### config.mk
export PLATFORM = sky130hd
export DESIGN_NAME = fifomem_sync_flat
export DESIGN_NICKNAME = d
export VERILOG_FILES = /design/src/rtl/fifomem_sync_if.sv /design/src/rtl/fifomem_sync.sv /design/src/flat_wrapper.sv
export SDC_FILE = /design/constraint.sdc
export NUM_CORES = 1
export LEC_CHECK = 0
export BUFFER_PORTS_ARGS = -buffer_cell sky130_fd_sc_hd__buf_4
export CORE_ASPECT_RATIO = 0.6
export CORE_UTILIZATION = 45
export CTS_BUF_LIST = sky130_fd_sc_hd__clkbuf_4 sky130_fd_sc_hd__clkbuf_8 sky130_fd_sc_hd__clkbuf_16
export CTS_CLUSTER_DIAMETER = 50
export DETAILED_ROUTE_END_ITERATION = 12
export PLACE_DENSITY = 0.69
export SETUP_SLACK_MARGIN = 0.15
export SYNTH_ARGS = -nofsm -noshare
export SYNTH_HDL_FRONTEND = slang
export SYNTH_SLANG_ARGS = --single-unit
### constraint.sdc
create_clock -name wclk -period 2.2 [get_ports wclk]
set_input_delay 0.22 -clock wclk [delete_from_list [all_inputs] [get_ports wclk]]
set_output_delay 0.22 -clock wclk [all_outputs]
set_load 0.01 [all_outputs]
### src/rtl/fifomem_sync_if.sv
// FIFO handshake/data bundle; master drives write/read requests, slave is the FIFO.
// Latency: none, wires only.
// Backpressure: wfull/rempty tell the master when winc/rinc would be refused.
interface fifomem_sync_if #(
    parameter int WORDSIZE = 8,
    parameter int ADDRSIZE = 3
);
    logic                winc;
    logic [WORDSIZE-1:0] wdata;
    logic                rinc;
    logic                err_clr;
    logic [WORDSIZE-1:0] rdata;
    logic                wfull;
    logic                rempty;
    logic [ADDRSIZE:0]   count;
    logic                almost_full;
    logic                almost_empty;
    logic                overflow;
    logic                underflow;

    modport master (
        output winc, wdata, rinc, err_clr,
        input  rdata, wfull, rempty, count, almost_full, almost_empty, overflow, underflow
    );

    modport slave (
        input  winc, wdata, rinc, err_clr,
        output rdata, wfull, rempty, count, almost_full, almost_empty, overflow, underflow
    );
endinterface

### src/rtl/fifomem_sync.sv
// Single-clock FIFO of 2**ADDRSIZE words; define FIFOMEM_FWFT_EN for first-word fall-through.
// Latency: rdata 1 cycle after an accepted rinc (standard) or head always presented (FWFT).
// Backpressure: writes dropped while wfull (sets overflow), reads ignored while rempty (sets underflow).
module fifomem_sync #(
    parameter int WORDSIZE = 8,
    parameter int ADDRSIZE = 3,
    parameter int AF_LEVEL = 2**ADDRSIZE - 1,
    parameter int AE_LEVEL = 1
) (
    input  logic            wclk,
    input  logic            wrst_n,
    fifomem_sync_if.slave   fif
);
    localparam int                DEPTH   = 1 << ADDRSIZE;
    localparam logic [ADDRSIZE:0] DEPTH_C = (ADDRSIZE+1)'(DEPTH);
    localparam logic [ADDRSIZE:0] AF_C    = (ADDRSIZE+1)'(AF_LEVEL);
    localparam logic [ADDRSIZE:0] AE_C    = (ADDRSIZE+1)'(AE_LEVEL);
    localparam logic [ADDRSIZE:0] ONE_C   = {{ADDRSIZE{1'b0}}, 1'b1};

    logic [WORDSIZE-1:0] mem [DEPTH];

    logic [ADDRSIZE:0]   wptr, rptr, wptr_nxt, rptr_nxt;
    logic [ADDRSIZE:0]   count_q, count_nxt;
    logic [ADDRSIZE-1:0] waddr, raddr;
    logic                wr_acc, rd_acc;
    logic                wfull_q, rempty_q, af_q, ae_q;
    logic                ovf_q, udf_q;
    logic [WORDSIZE-1:0] rdata_q;

    assign waddr  = wptr[ADDRSIZE-1:0];
    assign raddr  = rptr[ADDRSIZE-1:0];
    assign wr_acc = fif.winc & ~wfull_q;
    assign rd_acc = fif.rinc & ~rempty_q;

    assign wptr_nxt = wptr + {{ADDRSIZE{1'b0}}, wr_acc};
    assign rptr_nxt = rptr + {{ADDRSIZE{1'b0}}, rd_acc};

    always_comb begin
        count_nxt = count_q;
        if (wr_acc && !rd_acc) begin
            count_nxt = count_q + ONE_C;
        end else if (rd_acc && !wr_acc) begin
            count_nxt = count_q - ONE_C;
        end
    end

    // Flags are registered from the next-state count so they always agree with count.
    always_ff @(posedge wclk or negedge wrst_n) begin
        if (!wrst_n) begin
            wptr     <= '0;
            rptr     <= '0;
            count_q  <= '0;
            wfull_q  <= 1'b0;
            rempty_q <= 1'b1;
            af_q     <= 1'b0;
            ae_q     <= 1'b1;
        end else begin
            wptr     <= wptr_nxt;
            rptr     <= rptr_nxt;
            count_q  <= count_nxt;
            wfull_q  <= (count_nxt == DEPTH_C);
            rempty_q <= (count_nxt == '0);
            af_q     <= (count_nxt >= AF_C);
            ae_q     <= (count_nxt <= AE_C);
        end
    end

    // A new error event in the same cycle as err_clr keeps the flag set.
    always_ff @(posedge wclk or negedge wrst_n) begin
        if (!wrst_n) begin
            ovf_q <= 1'b0;
            udf_q <= 1'b0;
        end else begin
            ovf_q <= (fif.winc & wfull_q)  | (ovf_q & ~fif.err_clr);
            udf_q <= (fif.rinc & rempty_q) | (udf_q & ~fif.err_clr);
        end
    end

    always_ff @(posedge wclk) begin
        if (wr_acc) begin
            mem[waddr] <= fif.wdata;
        end
    end

`ifdef FIFOMEM_FWFT_EN
    logic [ADDRSIZE-1:0] raddr_nxt;
    logic [WORDSIZE-1:0] head_nxt;
    logic                head_load;

    // The memory keeps every word, head included; the output register mirrors the
    // head slot. The only time the new head is being written on the same edge is
    // when the FIFO ends up holding exactly that one word, so bypass wdata then.
    assign raddr_nxt = rptr_nxt[ADDRSIZE-1:0];
    assign head_nxt  = (wr_acc && (raddr_nxt == waddr)) ? fif.wdata : mem[raddr_nxt];
    assign head_load = (count_nxt != '0) && (rd_acc || rempty_q);

    always_ff @(posedge wclk or negedge wrst_n) begin
        if (!wrst_n) begin
            rdata_q <= '0;
        end else if (head_load) begin
            rdata_q <= head_nxt;
        end
    end
`else
    always_ff @(posedge wclk or negedge wrst_n) begin
        if (!wrst_n) begin
            rdata_q <= '0;
        end else if (rd_acc) begin
            rdata_q <= mem[raddr];
        end
    end
`endif

    assign fif.rdata        = rdata_q;
    assign fif.wfull        = wfull_q;
    assign fif.rempty       = rempty_q;
    assign fif.count        = count_q;
    assign fif.almost_full  = af_q;
    assign fif.almost_empty = ae_q;
    assign fif.overflow     = ovf_q;
    assign fif.underflow    = udf_q;

endmodule

### src/flat_wrapper.sv
// flat-port wrapper written by rule: the top's interface ports become plain ports
module fifomem_sync_flat 
#(
    parameter int WORDSIZE = 8,
    parameter int ADDRSIZE = 3,
    parameter int AF_LEVEL = 2**ADDRSIZE - 1,
    parameter int AE_LEVEL = 1
)
  (wclk, wrst_n, fif_winc, fif_wdata, fif_rinc, fif_err_clr, fif_rdata, fif_wfull, fif_rempty, fif_count, fif_almost_full, fif_almost_empty, fif_overflow, fif_underflow);
  fifomem_sync_if #(.WORDSIZE(WORDSIZE), .ADDRSIZE(ADDRSIZE)) fif_i ();
  input  logic wclk;
  input  logic wrst_n;
  input wire logic [$bits(fif_i.winc)-1:0] fif_winc;
  input wire logic [$bits(fif_i.wdata)-1:0] fif_wdata;
  input wire logic [$bits(fif_i.rinc)-1:0] fif_rinc;
  input wire logic [$bits(fif_i.err_clr)-1:0] fif_err_clr;
  output wire logic [$bits(fif_i.rdata)-1:0] fif_rdata;
  output wire logic [$bits(fif_i.wfull)-1:0] fif_wfull;
  output wire logic [$bits(fif_i.rempty)-1:0] fif_rempty;
  output wire logic [$bits(fif_i.count)-1:0] fif_count;
  output wire logic [$bits(fif_i.almost_full)-1:0] fif_almost_full;
  output wire logic [$bits(fif_i.almost_empty)-1:0] fif_almost_empty;
  output wire logic [$bits(fif_i.overflow)-1:0] fif_overflow;
  output wire logic [$bits(fif_i.underflow)-1:0] fif_underflow;
  assign fif_i.winc = fif_winc;
  assign fif_i.wdata = fif_wdata;
  assign fif_i.rinc = fif_rinc;
  assign fif_i.err_clr = fif_err_clr;
  assign fif_rdata = fif_i.rdata;
  assign fif_wfull = fif_i.wfull;
  assign fif_rempty = fif_i.rempty;
  assign fif_count = fif_i.count;
  assign fif_almost_full = fif_i.almost_full;
  assign fif_almost_empty = fif_i.almost_empty;
  assign fif_overflow = fif_i.overflow;
  assign fif_underflow = fif_i.underflow;
  fifomem_sync #(.WORDSIZE(WORDSIZE), .ADDRSIZE(ADDRSIZE), .AF_LEVEL(AF_LEVEL), .AE_LEVEL(AE_LEVEL)) u_core (.wclk(wclk), .wrst_n(wrst_n), .fif(fif_i));
endmodule
# Word-level counts from Yosys, hierarchy flattened

Memory sizes are Yosys's and may differ from the RTL's. A register that Yosys moved wholly into a read port is not among the register bits.
Index checks and enable logic that the tools add are counted.

Register bits after elaboration: 18
RAM bits: 64
Input bits: 13
Output and inout port bits: 18
Logic and storage cells: 38
Memories: 1

Memories:

| name       | words | bits a word | read ports | clocked after memory_dff | wr ports | RTL line           | RTL |
|---|---|---|---|---|---|---|---|
| u_core.mem | 8     | 8           | 1          | 1                        | 1        | fifomem_sync.sv:20 | `logic [WORDSIZE-1:0] mem [DEPTH];` |

Add/sub/neg operators: 4
Order comparisons: 2
Equal/unequal tests: 1
Mux-type cells: 4
Bitwise logic cells: 11
Reductions and logical operators: 6

Operators with widths:

| kind                | count |
|---|---|
| $add 4x1->4         | 2 |
| $mux 4              | 2 |
| $and 1x1->1         | 6 |
| $add 4x1->4 const B | 1 |
| $eq 4x4->1 const B  | 1 |
| $ge 4x3->1 const B  | 1 |
| $le 4x1->1 const B  | 1 |
| $logic_not 4->1     | 1 |
| $sub 4x1->4 const B | 1 |
| $logic_not 1->1     | 3 |
| $not 1->1           | 3 |
| $logic_and 1x1->1   | 2 |
| $mux 1              | 2 |
| $or 1x1->1          | 2 |

# Depth between registers and ports, before layout

Gate-level depths: netlist (run 1).

Depth after elaboration: 7
Mapped depth: 7
Gate-level depth less buffers: 6

# Worst setup path before layout (run 1)

OpenSTA, ideal clock, no wires.

Path kind: register to register
Start: register u_core.wfull_q, in the netlist u_core.fif.wfull
End: memory u_core.mem[1][0], enable pin
Setup time: 0.383 ns
Arrival time: 1.565 ns
Required time: 1.817 ns
Slack: 0.252 ns
Stages on the path, launching flop included: 7
Period minus slack after synthesis: 1.948 ns
Cells stage by stage: dfrtp_1 -> nand2b_1 -> buf_6 -> inv_6 -> buf_8 -> nand2_1 -> nor3_1

Cells in the longest elaborated chain, start to end: 4

RTL lines:

| what                         | RTL line           | RTL |
|---|---|---|
| start, declared              | fifomem_sync.sv:26 | `logic wfull_q, rempty_q, af_q, ae_q;` |
| start signal, assigned       | fifomem_sync.sv:61 | `wfull_q <= (count_nxt == DEPTH_C);` |
| $not 1->1                    | fifomem_sync.sv:32 | `assign wr_acc = fif.winc & ~wfull_q;` |
| $and 1x1->1                  | fifomem_sync.sv:32 |  |
| $mux 1                       | fifomem_sync.sv:80 | `if (wr_acc) begin` |
| $mux 1 (implied by the code) | fifomem_sync.sv:81 | `mem[waddr] <= fif.wdata;` |
| end, declared                | fifomem_sync.sv:20 |  |

Every way passes these cells.

# Worst setup path in the final report (run 1)

Start: register u_core.rempty_q, in the netlist u_core.fif.rempty
End: register u_core.af_q, in the netlist u_core.fif.almost_full

Cells in the longest elaborated chain, start to end: 6
Elaborated cells between the ends (all ways): 8

RTL lines:

| what                                                        | RTL line                               | RTL |
|---|---|---|
| start, declared                                             | fifomem_sync.sv:26                     |  |
| start signal, assigned                                      | fifomem_sync.sv:62                     | `rempty_q <= (count_nxt == '0);` |
| $not 1->1 (*)                                               | fifomem_sync.sv:33                     | `assign rd_acc = fif.rinc & ~rempty_q;` |
| $and 1x1->1 (*)                                             | fifomem_sync.sv:33                     |  |
| net u_core.rd_acc                                           | fifomem_sync.sv:25                     | `logic wr_acc, rd_acc;` |
| $logic_and 1x1->1 / $logic_not 1->1 (equally long branches) | fifomem_sync.sv:42, fifomem_sync.sv:40 |  |
| $mux 4 / $logic_and 1x1->1 (equally long branches)          | fifomem_sync.sv:42, fifomem_sync.sv:40 |  |
| $mux 4 (*)                                                  | fifomem_sync.sv:40                     | `if (wr_acc && !rd_acc) begin` |
| net u_core.count_nxt[2]                                     | fifomem_sync.sv:23                     | `logic [ADDRSIZE:0] count_q, count_nxt;` |
| $ge 4x3->1 (*)                                              | fifomem_sync.sv:63                     | `af_q <= (count_nxt >= AF_C);` |
| end signal, assigned                                        | fifomem_sync.sv:63                     |  |
| end, declared                                               | fifomem_sync.sv:26                     |  |

Mark *: on every way through the listed nets, which the timed path passes. The rest lies on a longest branch.

==> out/metrics.csv, run 1 <==
metric,value,unit
cts_buffer_depth,2,
htreeDepth,3,
synth_nets,219,
cp_slowest_cell,dfstp_2,
skew,3.21,ps
p_leak,1.63,nW
dp.final_hpwl,4450,um
synthToLayoutAreaGrowth,21.4,%
drtIter0Drc,124,
insertion_delay,340,ps
ys_async_sr_fraction,27.3,%
viasPerCell,5.08,
antenna_left,0,
grt_max_degree,26,
status,"finished, final reports clean",
cp-start-kind,flop,
cap_violations,0,
grt_pass1_wl,10500,um
slew_headroom,68.4,%
design_area,4310,um2
synth-seq-area-share,71.1,%
yosys.area.top_type_share,54.1,%
numPortBuffers,30,
drc,0,
diodes,0,
die_y,70.8,um
critPathKind,reg2reg,
avgSynthCellArea,17.8,um2
vias,1815,
path_cells,"nand2b_4, inv_2, or4_1, nand4_2, a22o_1",
hp-class,in2reg,
maxSlewViolCount,0,
antenna_found_initial,0,
synth_edf_count,64,
finalCritPeriodShare,81.4,%
cp-end-kind,flop,
period_needed,1790,ps
rows,24,
synth.most_common_cell,edfxtp_1,
cts_tree,done,
cp-startpoint,u_core.fif.rempty,
fin_setup_tns,0,ps
cts_sinks,88,
wl,6550,um
wl_per_cell,18.3,um
grt.overflow.total,0,
cts_buffers,9,
yosysTopAreaCell,edfxtp_1,
post-place-cells,340,
synthTopCellsByCount,"edfxtp_1, dfrtp_1, mux4_2",
synth_ff_type,edfxtp_1,
ys_types,44,
cts_setup_buffers,0,
cts-root-buf,clkbuf_16,
p_per_area,1380,nW/um2
vdd_drop_max,677,uV
clk_pin_slew,60,ps
first_pass_iters,4,
tightest_slew,474,ps
rsz0062_at_grt,false,
place_congestion,0.780,
cts_resized,0,
track_usage,18.4,%
hp-start,fif_err_clr,
synth.area.top_cells,"edfxtp_1, dfrtp_1, mux4_2, mux2i_1, ha_1",
dpl-instance-area,3980,um2
drive_gt1_share,34.8,%
syn_inst,200,
r2r-start,u_core.fif.rempty,
setup_viol,0,
total_power,5.95,mW
grt_pass1_vias,1895,
finish.utilization,57.9,%
arrival,2070,ps
die-width,117,um
coreArea,7450,um2
fin_nets,267,
finalNonFillerCells,357,
hold_violations,0,
crit_required,2480,ps
ioPinCount,31,
ys_ff_latch,88,
synth_warnings,0,
netlist_area,3550,um2
cts_hold_buf,1,
max_stage_delay,550,ps
die-area,8260,um2
fmax,0.558,GHz
crit_fanout,25,
initial_core_util,47.7,%
[placed cells by master, fill, tap and decap left out, types with 2 or more instances in the layout]
| cell type | n |
|---|---|
| buf_4 | 44 |
| dfstp_2 | 2 |
| o21ai_0 | 11 |
| nand2_1 | 13 |
| clkbuf_16 | 11 |
| xor2_1 | 2 |
| a211oi_1 | 3 |
| mux2i_1 | 8 |
| edfxtp_1 | 64 |
| clkinv_2 | 4 |
| nor2_1 | 4 |
| and2_1 | 2 |
| nor4_1 | 2 |
| dfrtp_1 | 22 |
| nand2b_1 | 3 |
| nor3_1 | 5 |
| ha_1 | 6 |
| mux4_2 | 16 |
| inv_1 | 5 |
[sequential cells by signal, summed over array words and instances (netlist names)]
| register | cells |
|---|---|
| u_core.mem | 64 |
| u_core.fif.rdata | 8 |
| u_core.fif.count | 4 |
| u_core.rptr | 3 |
| u_core.wptr | 3 |
| u_core.fif.almost_empty | 1 |
| u_core.fif.almost_full | 1 |
| u_core.fif.overflow | 1 |
| u_core.fif.rempty | 1 |
| u_core.fif.underflow | 1 |
| u_core.fif.wfull | 1 |
[per-stage QoR]
step,hold WS [ps],worst slack (ps)
floorplan,-75.6,252
global placement,137,447
detailed placement,137,412
CTS,55.8,405
global route,66.0,242
finish,66.3,408
[power by group]
group,total (mW),internal (mW),switching (mW)
Combinational,1.88,0.950,0.933
Sequential,2.48,2.19,0.284
Clock,1.59,1.01,0.583
[final cells by class]
type	instances	area, um2
Timing Repair Buffer	46	360
Multi-Input combinational cell	96	941
Inverter	7	31.3
Tap cell	104	130
Clock inverter	5	50.0
Fill cell	599	3130
Clock buffer	11	275
Sequential cell	88	2520
[worst paths after layout]
check | to | slack [ps] | cells after the start
setup reg to reg | u_core.fif.almost_full | 410 | 5
min in group asynchronous | u_core.rptr[0] | 320 | 2
hold reg to reg | u_core.fif.rdata[4] | 500 | 2
hold / removal | u_core.fif.overflow | 70 | 2
setup / recovery | u_core.fif.almost_full | 410 | 5
max in group asynchronous | u_core.fif.almost_empty | 1590 | 2
[critical path, delay by kind of cell (launching register included)]
| kind | cells | cell delay, ps |
|---|---|---|
| DFF | 1 | 550 |
| buffers and inverters | 1 | 110 |
| and+or+nand+nor | 3 | 920 |
| AOI/OAI and AO/OA | 1 | 140 |
[layer usage]
| metal | wire, um | global-route usage, % | vias up |
|---|---|---|---|
| li1 | - | - | 876 |
| met5 | 0 | 0 | - |
| met1 | 3210 | 26.0 | 896 |
| met4 | 93 | 5.91 | 0 |
| met2 | 2910 | 26.7 | 35 |
| met3 | 327 | 6.77 | 8 |
[logic make-up (layout without fill, tap and decap cells)]
kind of cell | Yosys count | in the layout | share of synthesized area (%)
XOR/XNOR | 4 | 4 | 1.20
buffers and inverters | 16 | 69 | 2.61
AND/OR/NAND/NOR | 41 | 41 | 6.97
AO/OA/AOI/OAI | 20 | 20 | 3.35
flip-flops | 88 | 88 | 71.1
multiplexers | 24 | 24 | 12.4
adder cells (fa/ha/maj) | 7 | 7 | 2.40
Note: power is estimated with default switching activity, not from simulation.
==> run 2, diff against run 1 <==
- clock period: 2.2 -> 1.8 ns (I/O delays scaled with it)
==> run 2 against run 1 <==
Effect of this change:
- sequential power rose by 23%
- global-route usage rose by 1.1 points
- setup slack got worse by 260 ps
- first-iteration DRC count rose by 52%
- wire length rose by 5.6%
- clock skew rose by 2.4 ps
- core utilization rose by 2.1 points
==> out/metrics.csv, run 2 (same netlist as run 1, synthesis figures left out) <==
metric,value,unit
status,"finished, final reports clean",
synthToLayoutAreaGrowth,25.9,%
rsz0062_at_grt,true,
die-width,117,um
multi_input_area,1020,um2
p_per_area,1700,nW/um2
arrival,1880,ps
crit_fanout,6,
setup_viol,0,
layout_common_cells,"edfxtp_1, buf_4, dfrtp_1",
fin_nets,275,
viasPerCell,5.28,
tightest_slew,359,ps
n_fill_cell,574,
initial_core_util,47.7,%
drc,0,
p_leak,1.69,nW
insertion_delay,340,ps
track_usage,19.6,%
vdd_drop_max,919,uV
htreeDepth,3,
cap_violations,0,
rows,24,
grt.overflow.total,0,
crit_required,2030,ps
critPathKind,reg2reg,
fin_setup_tns,0,ps
hp-class,in2reg,
diodes,0,
cp-start-kind,flop,
cts_sinks,88,
holdPathStages,2,
drive_gt1_share,41.8,%
vias,1929,
grt_pass1_wl,11000,um
first_pass_iters,4,
die_y,70.8,um
place_congestion,0.842,
cp-end-kind,flop,
skew,5.63,ps
wl,6910,um
cts-root-buf,clkbuf_16,
numPortBuffers,30,
cts_tree,done,
final_common_cell,edfxtp_1,
clk_pin_slew,60,ps
regMostFlops,u_core.mem,
hold_violations,0,
wl_per_cell,18.9,um
fmax,0.605,GHz
worstRegToRegCells,5,
total_power,7.61,mW
grt_max_degree,25,
grt_pass1_vias,1942,
die-area,8260,um2
cts_buffer_depth,2,
slew_headroom,76.1,%
maxSlewViolCount,0,
finalCritPeriodShare,91.9,%
cts_buffers,9,
drtIter0Drc,188,
seq_area,2530,um2
antenna_found_initial,0,
ioPinCount,31,
coreArea,7450,um2
dp.final_hpwl,4720,um
largest_register_ffs,64,
antenna_left,0,
period_needed,1650,ps
## run 2: cell types whose count changed in the layout (fill, tap and decap cells not counted), sizes merged
cell,delta
buf,+8
clkbuf,+4
clkinv,-4
## run 2: worst max-delay path, cell delays in order, from the launching register on
cell and delay (ps):
dfrtp_2 400, inv_1 90, ha_1 370, and4_1 210, a211o_1 280, a22o_1 200
## run 2: final timing paths
| kind | from | to | slack [ps] |
|---|---|---|---|
| max in group asynchronous | wrst_n | u_core.fif.almost_empty | 1240 |
| setup / recovery | u_core.fif.count[0] | u_core.fif.almost_full | 150 |
| hold reg to reg | u_core.fif.rdata[1] | u_core.fif.rdata[1] | 480 |
| setup reg to reg | u_core.fif.count[0] | u_core.fif.almost_full | 150 |
| hold / removal | fif_err_clr | u_core.fif.overflow | 30 |
| min in group asynchronous | wrst_n | u_core.fif.count[2] | 280 |
## run 2: timing repair
| action | CTS | global route |
|---|---|---|
| gates cloned | 0 | 0 |
| resized for setup | 5 | 12 |
| hold endpoints to repair | 22 | 0 |
| setup endpoints to repair | 35 | 24 |
| buffers inserted | 2 | 3 |
| hold buffers | 1 | 0 |
| pin swaps | 1 | 4 |
## run 2: routing by layer
| metal | global-route usage (%) | wire, um | vias up |
|---|---|---|---|
| li1 | - | - | 886 |
| met1 | 28.6 | 3140 | 973 |
| met2 | 26.9 | 3080 | 61 |
| met3 | 6.60 | 582 | 9 |
| met4 | 8.02 | 112 | 0 |
| met5 | 0 | 0 | - |
## run 2: cell type report
| class | count | share of cell area [%] |
|---|---|---|
| Inverter | 7 | 0.811 |
| Clock inverter | 1 | 0.672 |
| Sequential cell | 88 | 56.5 |
| Clock buffer | 15 | 6.86 |
| Multi-Input combinational cell | 96 | 22.8 |
| Tap cell | 104 | 2.91 |
| Timing Repair Buffer | 54 | 9.40 |
## run 2: per-stage QoR
stage / utilization, % / std cells / hold slack [ps] / setup slack (ps) / instance area (um2)
6_report: 60.0 / 365 / 25.1 / 146 / 4470
5_1_grt: 60.0 / 365 / 47.3 / 79.5 / 4470
4_1_cts: 58.9 / 362 / 14.7 / 154 / 4380
3_5_place_dp: 53.8 / 343 / 106 / 115 / 4010
3_3_place_gp: 53.8 / 343 / 106 / 126 / 4010
2_1_floorplan: - / 200 / -116 / 62.8 / 3560
## run 2: power breakdown
| part | total [mW] | switching, mW | internal, mW | leakage, nW |
|---|---|---|---|---|
| logic | 2.54 | 1.25 | 1.30 | 0.651 |
| registers | 3.04 | 0.358 | 2.69 | 0.866 |
| clock network | 2.02 | 0.717 | 1.30 | 0.168 |
| total | 7.61 | 2.32 | 5.29 | 1.69 |
